`config.mk`:
```
export PLATFORM = sky130hd
export DESIGN_NAME = l1_mmu_arbiter_flat
export DESIGN_NICKNAME = d
export VERILOG_FILES = /design/src/rtl/l1_mmu_arbiter_if.sv /design/src/rtl/l1_mmu_arbiter.sv /design/src/flat_wrapper.sv
export SDC_FILE = /design/constraint.sdc
export NUM_CORES = 1
export LEC_CHECK = 0
export CAP_MARGIN = 25
export CORE_AREA = 2 2 544 546
export CTS_CLUSTER_SIZE = 14
export DETAILED_ROUTE_END_ITERATION = 7
export DIE_AREA = 0 0 546 548
export PLACE_DENSITY = 0.3
export SKIP_CTS_REPAIR_TIMING = 1
export SLEW_MARGIN = 20
export SYNTH_ARGS = -nofsm -noshare
export SYNTH_HDL_FRONTEND = slang
export SYNTH_SLANG_ARGS = --single-unit
```
`constraint.sdc`:
```
create_clock -name sys_clk -period 4.3 [get_ports sys_clk]
set_input_delay 0.86 -clock sys_clk [delete_from_list [all_inputs] [get_ports sys_clk]]
set_output_delay 0.86 -clock sys_clk [all_outputs]
set_load 0.02 [all_outputs]
```
`src/rtl/l1_mmu_arbiter_if.sv`:
```
// Bundle of signals shared by the I-cache, the D-cache, the MMU line port and
// l1_mmu_arbiter.
//   slave  : the arbiter's view. It takes cache requests and the MMU response,
//            and drives the cache completions, the MMU command and timeout_err.
//   master : the environment's view, which is the opposite direction of every
//            signal.
interface l1_mmu_arbiter_if;
  logic         ic_req_read;
  logic [31:0]  ic_req_addr;
  logic         ic_done;
  logic [255:0] ic_read_data;

  logic         dc_req_read;
  logic         dc_req_write;
  logic [31:0]  dc_req_addr;
  logic [255:0] dc_write_data;
  logic         dc_done;
  logic [255:0] dc_read_data;

  logic         mmu_req_read;
  logic         mmu_req_write;
  logic [31:0]  mmu_req_addr;
  logic [255:0] mmu_write_data;
  logic         mmu_done;
  logic [255:0] mmu_read_data;

  logic         timeout_err;

  modport slave (
    input  ic_req_read, ic_req_addr,
    input  dc_req_read, dc_req_write, dc_req_addr, dc_write_data,
    input  mmu_done, mmu_read_data,
    output ic_done, ic_read_data,
    output dc_done, dc_read_data,
    output mmu_req_read, mmu_req_write, mmu_req_addr, mmu_write_data,
    output timeout_err
  );

  modport master (
    output ic_req_read, ic_req_addr,
    output dc_req_read, dc_req_write, dc_req_addr, dc_write_data,
    output mmu_done, mmu_read_data,
    input  ic_done, ic_read_data,
    input  dc_done, dc_read_data,
    input  mmu_req_read, mmu_req_write, mmu_req_addr, mmu_write_data,
    input  timeout_err
  );
endinterface

```
`src/rtl/l1_mmu_arbiter.sv`:
```
// Shares the single MMU line port between the L1 I-cache and the L1 D-cache.
// It grants one requester at a time and breaks ties round-robin. While a
// grant is active it holds the MMU command stable, and it sends mmu_done back
// only to the granted cache. A watchdog sets a sticky flag when a grant waits
// too long for completion.
// Ports:
//   sys_clk : clock. All state changes on its rising edge.
//   rst     : synchronous, active-high reset.
//   bus     : cache request/completion signals, the MMU command/response and
//             timeout_err. This is the slave modport of l1_mmu_arbiter_if.
// Parameter:
//   TIMEOUT : number of grant cycles without mmu_done before timeout_err sets.
module l1_mmu_arbiter #(
  parameter int unsigned TIMEOUT = 1023
) (
  input  logic             sys_clk,
  input  logic             rst,
  l1_mmu_arbiter_if.slave  bus
);

  localparam int unsigned CW = $clog2(TIMEOUT + 1);

  typedef enum logic [1:0] {IDLE, GNT_I, GNT_D, REL} state_t;

  state_t         state;
  logic           last_gnt_d;   // 1: the most recent grant went to the D-cache
  logic           req_rd_q;
  logic           req_wr_q;
  logic [31:0]    addr_q;
  logic [255:0]   wdata_q;
  logic [CW-1:0]  wd_cnt;
  logic           err_q;

  logic req_i;
  logic req_d;

  assign req_i = bus.ic_req_read;
  assign req_d = bus.dc_req_read | bus.dc_req_write;

  always_ff @(posedge sys_clk) begin
    if (rst) begin
      state      <= IDLE;
      last_gnt_d <= 1'b0;
      req_rd_q   <= 1'b0;
      req_wr_q   <= 1'b0;
      addr_q     <= '0;
      wdata_q    <= '0;
      wd_cnt     <= '0;
      err_q      <= 1'b0;
    end else begin
      case (state)
        IDLE: begin
          // On a tie, the I-cache wins only when the D-cache had the last grant.
          if (req_i && (!req_d || last_gnt_d)) begin
            state      <= GNT_I;
            addr_q     <= bus.ic_req_addr;
            req_rd_q   <= 1'b1;
            req_wr_q   <= 1'b0;
            last_gnt_d <= 1'b0;
            wd_cnt     <= '0;
          end else if (req_d) begin
            state      <= GNT_D;
            addr_q     <= bus.dc_req_addr;
            last_gnt_d <= 1'b1;
            wd_cnt     <= '0;
            // When the D-cache asks for both, the write-back goes first and
            // the read stays pending for a later grant.
            if (bus.dc_req_write) begin
              wdata_q  <= bus.dc_write_data;
              req_rd_q <= 1'b0;
              req_wr_q <= 1'b1;
            end else begin
              req_rd_q <= 1'b1;
              req_wr_q <= 1'b0;
            end
          end
        end
        GNT_I, GNT_D: begin
          if (bus.mmu_done) begin
            state    <= REL;
            req_rd_q <= 1'b0;
            req_wr_q <= 1'b0;
          end else begin
            // The count stops at TIMEOUT so it cannot wrap. The flag is set on
            // the same edge at which the count reaches TIMEOUT.
            if (wd_cnt != CW'(TIMEOUT))
              wd_cnt <= wd_cnt + 1'b1;
            if (wd_cnt == CW'(TIMEOUT - 1))
              err_q <= 1'b1;
          end
        end
        REL: state <= IDLE;
        default: state <= IDLE;
      endcase
    end
  end

  assign bus.ic_done        = bus.mmu_done & (state == GNT_I);
  assign bus.dc_done        = bus.mmu_done & (state == GNT_D);
  assign bus.ic_read_data   = bus.mmu_read_data;
  assign bus.dc_read_data   = bus.mmu_read_data;
  assign bus.mmu_req_read   = req_rd_q;
  assign bus.mmu_req_write  = req_wr_q;
  assign bus.mmu_req_addr   = addr_q;
  assign bus.mmu_write_data = wdata_q;
  assign bus.timeout_err    = err_q;

endmodule
```
`src/flat_wrapper.sv`:
```
// flat-port wrapper written by rule: the top's interface ports become plain ports
module l1_mmu_arbiter_flat 
#(
  parameter int unsigned TIMEOUT = 1023
)
  (sys_clk, rst, bus_ic_req_read, bus_ic_req_addr, bus_dc_req_read, bus_dc_req_write, bus_dc_req_addr, bus_dc_write_data, bus_mmu_done, bus_mmu_read_data, bus_ic_done, bus_ic_read_data, bus_dc_done, bus_dc_read_data, bus_mmu_req_read, bus_mmu_req_write, bus_mmu_req_addr, bus_mmu_write_data, bus_timeout_err);
  l1_mmu_arbiter_if bus_i ();
  input  logic sys_clk;
  input  logic rst;
  input wire logic [$bits(bus_i.ic_req_read)-1:0] bus_ic_req_read;
  input wire logic [$bits(bus_i.ic_req_addr)-1:0] bus_ic_req_addr;
  input wire logic [$bits(bus_i.dc_req_read)-1:0] bus_dc_req_read;
  input wire logic [$bits(bus_i.dc_req_write)-1:0] bus_dc_req_write;
  input wire logic [$bits(bus_i.dc_req_addr)-1:0] bus_dc_req_addr;
  input wire logic [$bits(bus_i.dc_write_data)-1:0] bus_dc_write_data;
  input wire logic [$bits(bus_i.mmu_done)-1:0] bus_mmu_done;
  input wire logic [$bits(bus_i.mmu_read_data)-1:0] bus_mmu_read_data;
  output wire logic [$bits(bus_i.ic_done)-1:0] bus_ic_done;
  output wire logic [$bits(bus_i.ic_read_data)-1:0] bus_ic_read_data;
  output wire logic [$bits(bus_i.dc_done)-1:0] bus_dc_done;
  output wire logic [$bits(bus_i.dc_read_data)-1:0] bus_dc_read_data;
  output wire logic [$bits(bus_i.mmu_req_read)-1:0] bus_mmu_req_read;
  output wire logic [$bits(bus_i.mmu_req_write)-1:0] bus_mmu_req_write;
  output wire logic [$bits(bus_i.mmu_req_addr)-1:0] bus_mmu_req_addr;
  output wire logic [$bits(bus_i.mmu_write_data)-1:0] bus_mmu_write_data;
  output wire logic [$bits(bus_i.timeout_err)-1:0] bus_timeout_err;
  assign bus_i.ic_req_read = bus_ic_req_read;
  assign bus_i.ic_req_addr = bus_ic_req_addr;
  assign bus_i.dc_req_read = bus_dc_req_read;
  assign bus_i.dc_req_write = bus_dc_req_write;
  assign bus_i.dc_req_addr = bus_dc_req_addr;
  assign bus_i.dc_write_data = bus_dc_write_data;
  assign bus_i.mmu_done = bus_mmu_done;
  assign bus_i.mmu_read_data = bus_mmu_read_data;
  assign bus_ic_done = bus_i.ic_done;
  assign bus_ic_read_data = bus_i.ic_read_data;
  assign bus_dc_done = bus_i.dc_done;
  assign bus_dc_read_data = bus_i.dc_read_data;
  assign bus_mmu_req_read = bus_i.mmu_req_read;
  assign bus_mmu_req_write = bus_i.mmu_req_write;
  assign bus_mmu_req_addr = bus_i.mmu_req_addr;
  assign bus_mmu_write_data = bus_i.mmu_write_data;
  assign bus_timeout_err = bus_i.timeout_err;
  l1_mmu_arbiter #(.TIMEOUT(TIMEOUT)) u_core (.sys_clk(sys_clk), .rst(rst), .bus(bus_i));
endmodule
```
==> impl_metrics.json <==
{
  "htreeDepth": 2,
  "dieArea_mm2": 0.2992,
  "final_util": 0.08142,
  "yosys.area.top_type": "dfxtp_1",
  "synth_top_cells_by_area": "dfxtp_1 (41%), buf_4 (26%), nand2_1 (15%)",
  "rsz0062_at_grt": "no",
  "cp.arrival_ps": 2310,
  "power_mw": 13.16,
  "cap_violations": 0,
  "antenna_found_initial": 45,
  "synth.avg_cell_area_um2": 7.776,
  "cts_root_buf": "clkbuf_16",
  "synth-edff-count": 0,
  "ys.flop_type": "dfxtp_1",
  "finalCritPeriodShare": 0.7377,
  "synthCells": 1923,
  "grt.overflow.total": 0,
  "worstMarginPinSlew_ps": 884.7,
  "dr.pass1.iters": 5,
  "whs_endpoint": "u_core.bus.mmu_write_data[145]$_SDFFE_PP0P_",
  "ir_drop_mv": 0.2937,
  "syn_nets": 2512,
  "worstPathRequired_ps": 3440,
  "cts_buffers": 49,
  "place_hpwl_mm": 101.2,
  "grt_pass1_wl_mm": 151.5,
  "p_leak_nw": 7.187,
  "period_minus_slack_ps": 3172,
  "fp.dieW_um": 546,
  "fin_skew_ps": 38.72,
  "r2r-start": "u_core.state[1]$_SDFFE_PP0P_",
  "cts_tree": "built",
  "clock.fmax_ghz": 0.3152,
  "rrSetupSlack_ps": 1840,
  "viasPerCell": 2.230,
  "rr_worst_depth": 6,
  "crit_path_max_fanout": 6,
  "area_delta_synth_final_pct": 59.57,
  "worstHoldPathCells": 2,
  "status": "completed",
  "ys_seq_area_frac": 0.4070,
  "clk_latency_ps": 700,
  "relSlewSlack": 0.4102,
  "start_util": 0.05102,
  "first_iter_violations": 771,
  "setup_viol_count_final": 0,
  "clkSinkCount": 304,
  "drive_gt1_frac": 0.06170,
  "num-fill-cells": 34480,
  "grt_usage": 0.07801,
  "die_h_um": 548,
  "seq_area_mm2": 0.006086,
  "syn_area_mm2": 0.01495,
  "core_mm2": 0.2931,
  "crit_type": "in -> out",
  "ys_seq_elements": 304,
  "wirelength_mm": 121.5,
  "synth_cell_type_count": 48,
  "worstSetupEndpointType": "output port",
  "fp-row-count": 199,
  "place.gp.congestion": 0.8253,
  "io_pins": 1387,
  "ant_nets": 0,
  "nNetsFinal": 2591,
  "hold_path.startpoint": "u_core.bus.mmu_write_data[145]$_SDFFE_PP0P_",
  "multiInputGateArea_mm2": 0.004531,
  "reg2reg_to": "u_core.wd_cnt[6]$_SDFFE_PP0P_",
  "numPortBuffers": 618,
  "startpoint_type": "input port",
  "hold_viol": 0,
  "grt_max_degree": 85,
  "async_flop_share": 0,
  "yosys_warnings": 0,
  "route.detailed.drc": 0,
  "grt_pass1_vias": 13250,
  "drv_slew": 0,
  "wl_per_cell_um": 20.35,
  "hold_class": "reg -> reg",
  "clockBufferDepth": 3,
  "clk_pin_slew_ps": 50,
  "vias": 13310,
  "fin_setup_tns_ps": 0,
  "power.density_mw_per_mm2": 551.5,
  "synth_top_area_frac": 0.4070
}
how the worst max path moves through the flow:
stage,startpoint,endpoint
3_3_place_gp,bus_dc_req_write,u_core.bus.mmu_write_data[87]$_SDFFE_PP0P_
4_1_cts,u_core.bus.mmu_write_data[205]$_SDFFE_PP0P_,bus_mmu_write_data[205]
6_report,bus_mmu_done,bus_dc_done
3_5_place_dp,bus_dc_req_write,u_core.bus.mmu_write_data[105]$_SDFFE_PP0P_
5_1_grt,bus_mmu_done,bus_dc_done
2_1_floorplan,bus_mmu_done,u_core.wd_cnt[5]$_SDFFE_PP0P_
where the power goes:
group | internal, mW | leakage (nW) | switching, mW
Combinational | 1.90 | 3.85 | 3.04
Clock | 2.61 | 0.842 | 1.84
Sequential | 3.41 | 2.49 | 0.364
Total | 7.92 | 7.19 | 5.24
through the flow:
| step | hold WS [ps] | instance area (um^2) | instances | setup slack, ps |
|---|---|---|---|---|
| CTS | 454.4 | 23840 | 5961 | 1032 |
| floorplan | 464.7 | 14950 | 1923 | 2292 |
| detailed placement | 446.1 | 22110 | 5870 | 1046 |
| global placement | 442.1 | 22110 | 5870 | 1071 |
| finish | 452.5 | 23860 | 5969 | 1128 |
| global route | 467.4 | 23850 | 5965 | 1080 |
worst max-delay path, stage by stage:
cell	delay [ps]
clkdlybuf4s50_1	620
and2_1	200
clkdlybuf4s50_1	620
flip-flops by register name, summed over array words and instances, names as in the netlist:
register	flops
u_core.bus.mmu_write_data	256
u_core.bus.mmu_req_addr	32
u_core.wd_cnt	10
u_core.state	2
u_core.bus.mmu_req_read	1
u_core.bus.mmu_req_write	1
u_core.bus.timeout_err	1
u_core.last_gnt_d	1
kinds of logic (layout without fill, tap and decap cells):
kind of cell	after synthesis	after routing	share of synthesized area
AOI/OAI and AO/OA	328	328	0.1234
adders and majority gates	7	7	0.005857
buffers and inverters	628	747	0.2917
DFF	304	304	0.4070
other	0	8	0
and+or+nand+nor	656	656	0.1720
cell usage after synthesis, types with 2 or more instances:
cell      instances
nand2_1         584
a41oi_1           4
or4_1             3
dfxtp_1         304
nor2_1           38
buf_2            35
buf_6             2
and3_1            2
ha_1              7
o21ai_0           5
a31oi_1           3
buf_4           513
nand4_1           3
nand3_1           5
clkbuf_8          2
clkbuf_1         63
buf_1             7
and2_1            3
a311oi_1         32
or2_1             2
nor3_1            3
or3_2             2
a21oi_1         265
o211ai_1          4
inv_1             6
a211oi_1          4
layout by cell type, fill, tap and decap left out, types with 4 or more instances in the layout:
| master | count |
|---|---|
| clkdlybuf4s50_1 | 617 |
| nand2_1 | 584 |
| dfxtp_1 | 304 |
| a21oi_1 | 265 |
| clkbuf_16 | 49 |
| nor2_1 | 38 |
| a311oi_1 | 32 |
| buf_4 | 21 |
| clkbuf_8 | 11 |
| buf_12 | 11 |
| clkbuf_1 | 9 |
| diode_2 | 8 |
| ha_1 | 7 |
| inv_1 | 6 |
| o21ai_0 | 5 |
| bufinv_16 | 5 |
| clkinv_2 | 5 |
| a211oi_1 | 4 |
| a41oi_1 | 4 |
| nand3_1 | 4 |
| o211ai_1 | 4 |
| clkinv_4 | 4 |
per-layer routing:
layer	vias up	global-route usage	routed length, um
li1	5849	-	-
met1	5982	0.07231	39220
met2	1024	0.1117	49110
met3	436	0.06806	23840
met4	22	0.05398	9176
met5	-	0	142
layout make-up:
type	count	share of cell area
clock buffer	69	0.05915
multi-input combinational	991	0.1899
tap	3919	0.2055
antenna	8	0.0008390
clock inverter	22	0.01332
sequential	304	0.2551
inverter	6	0.0009439
timing repair buffer	650	0.2753
(Power assumes the default switching activity.)
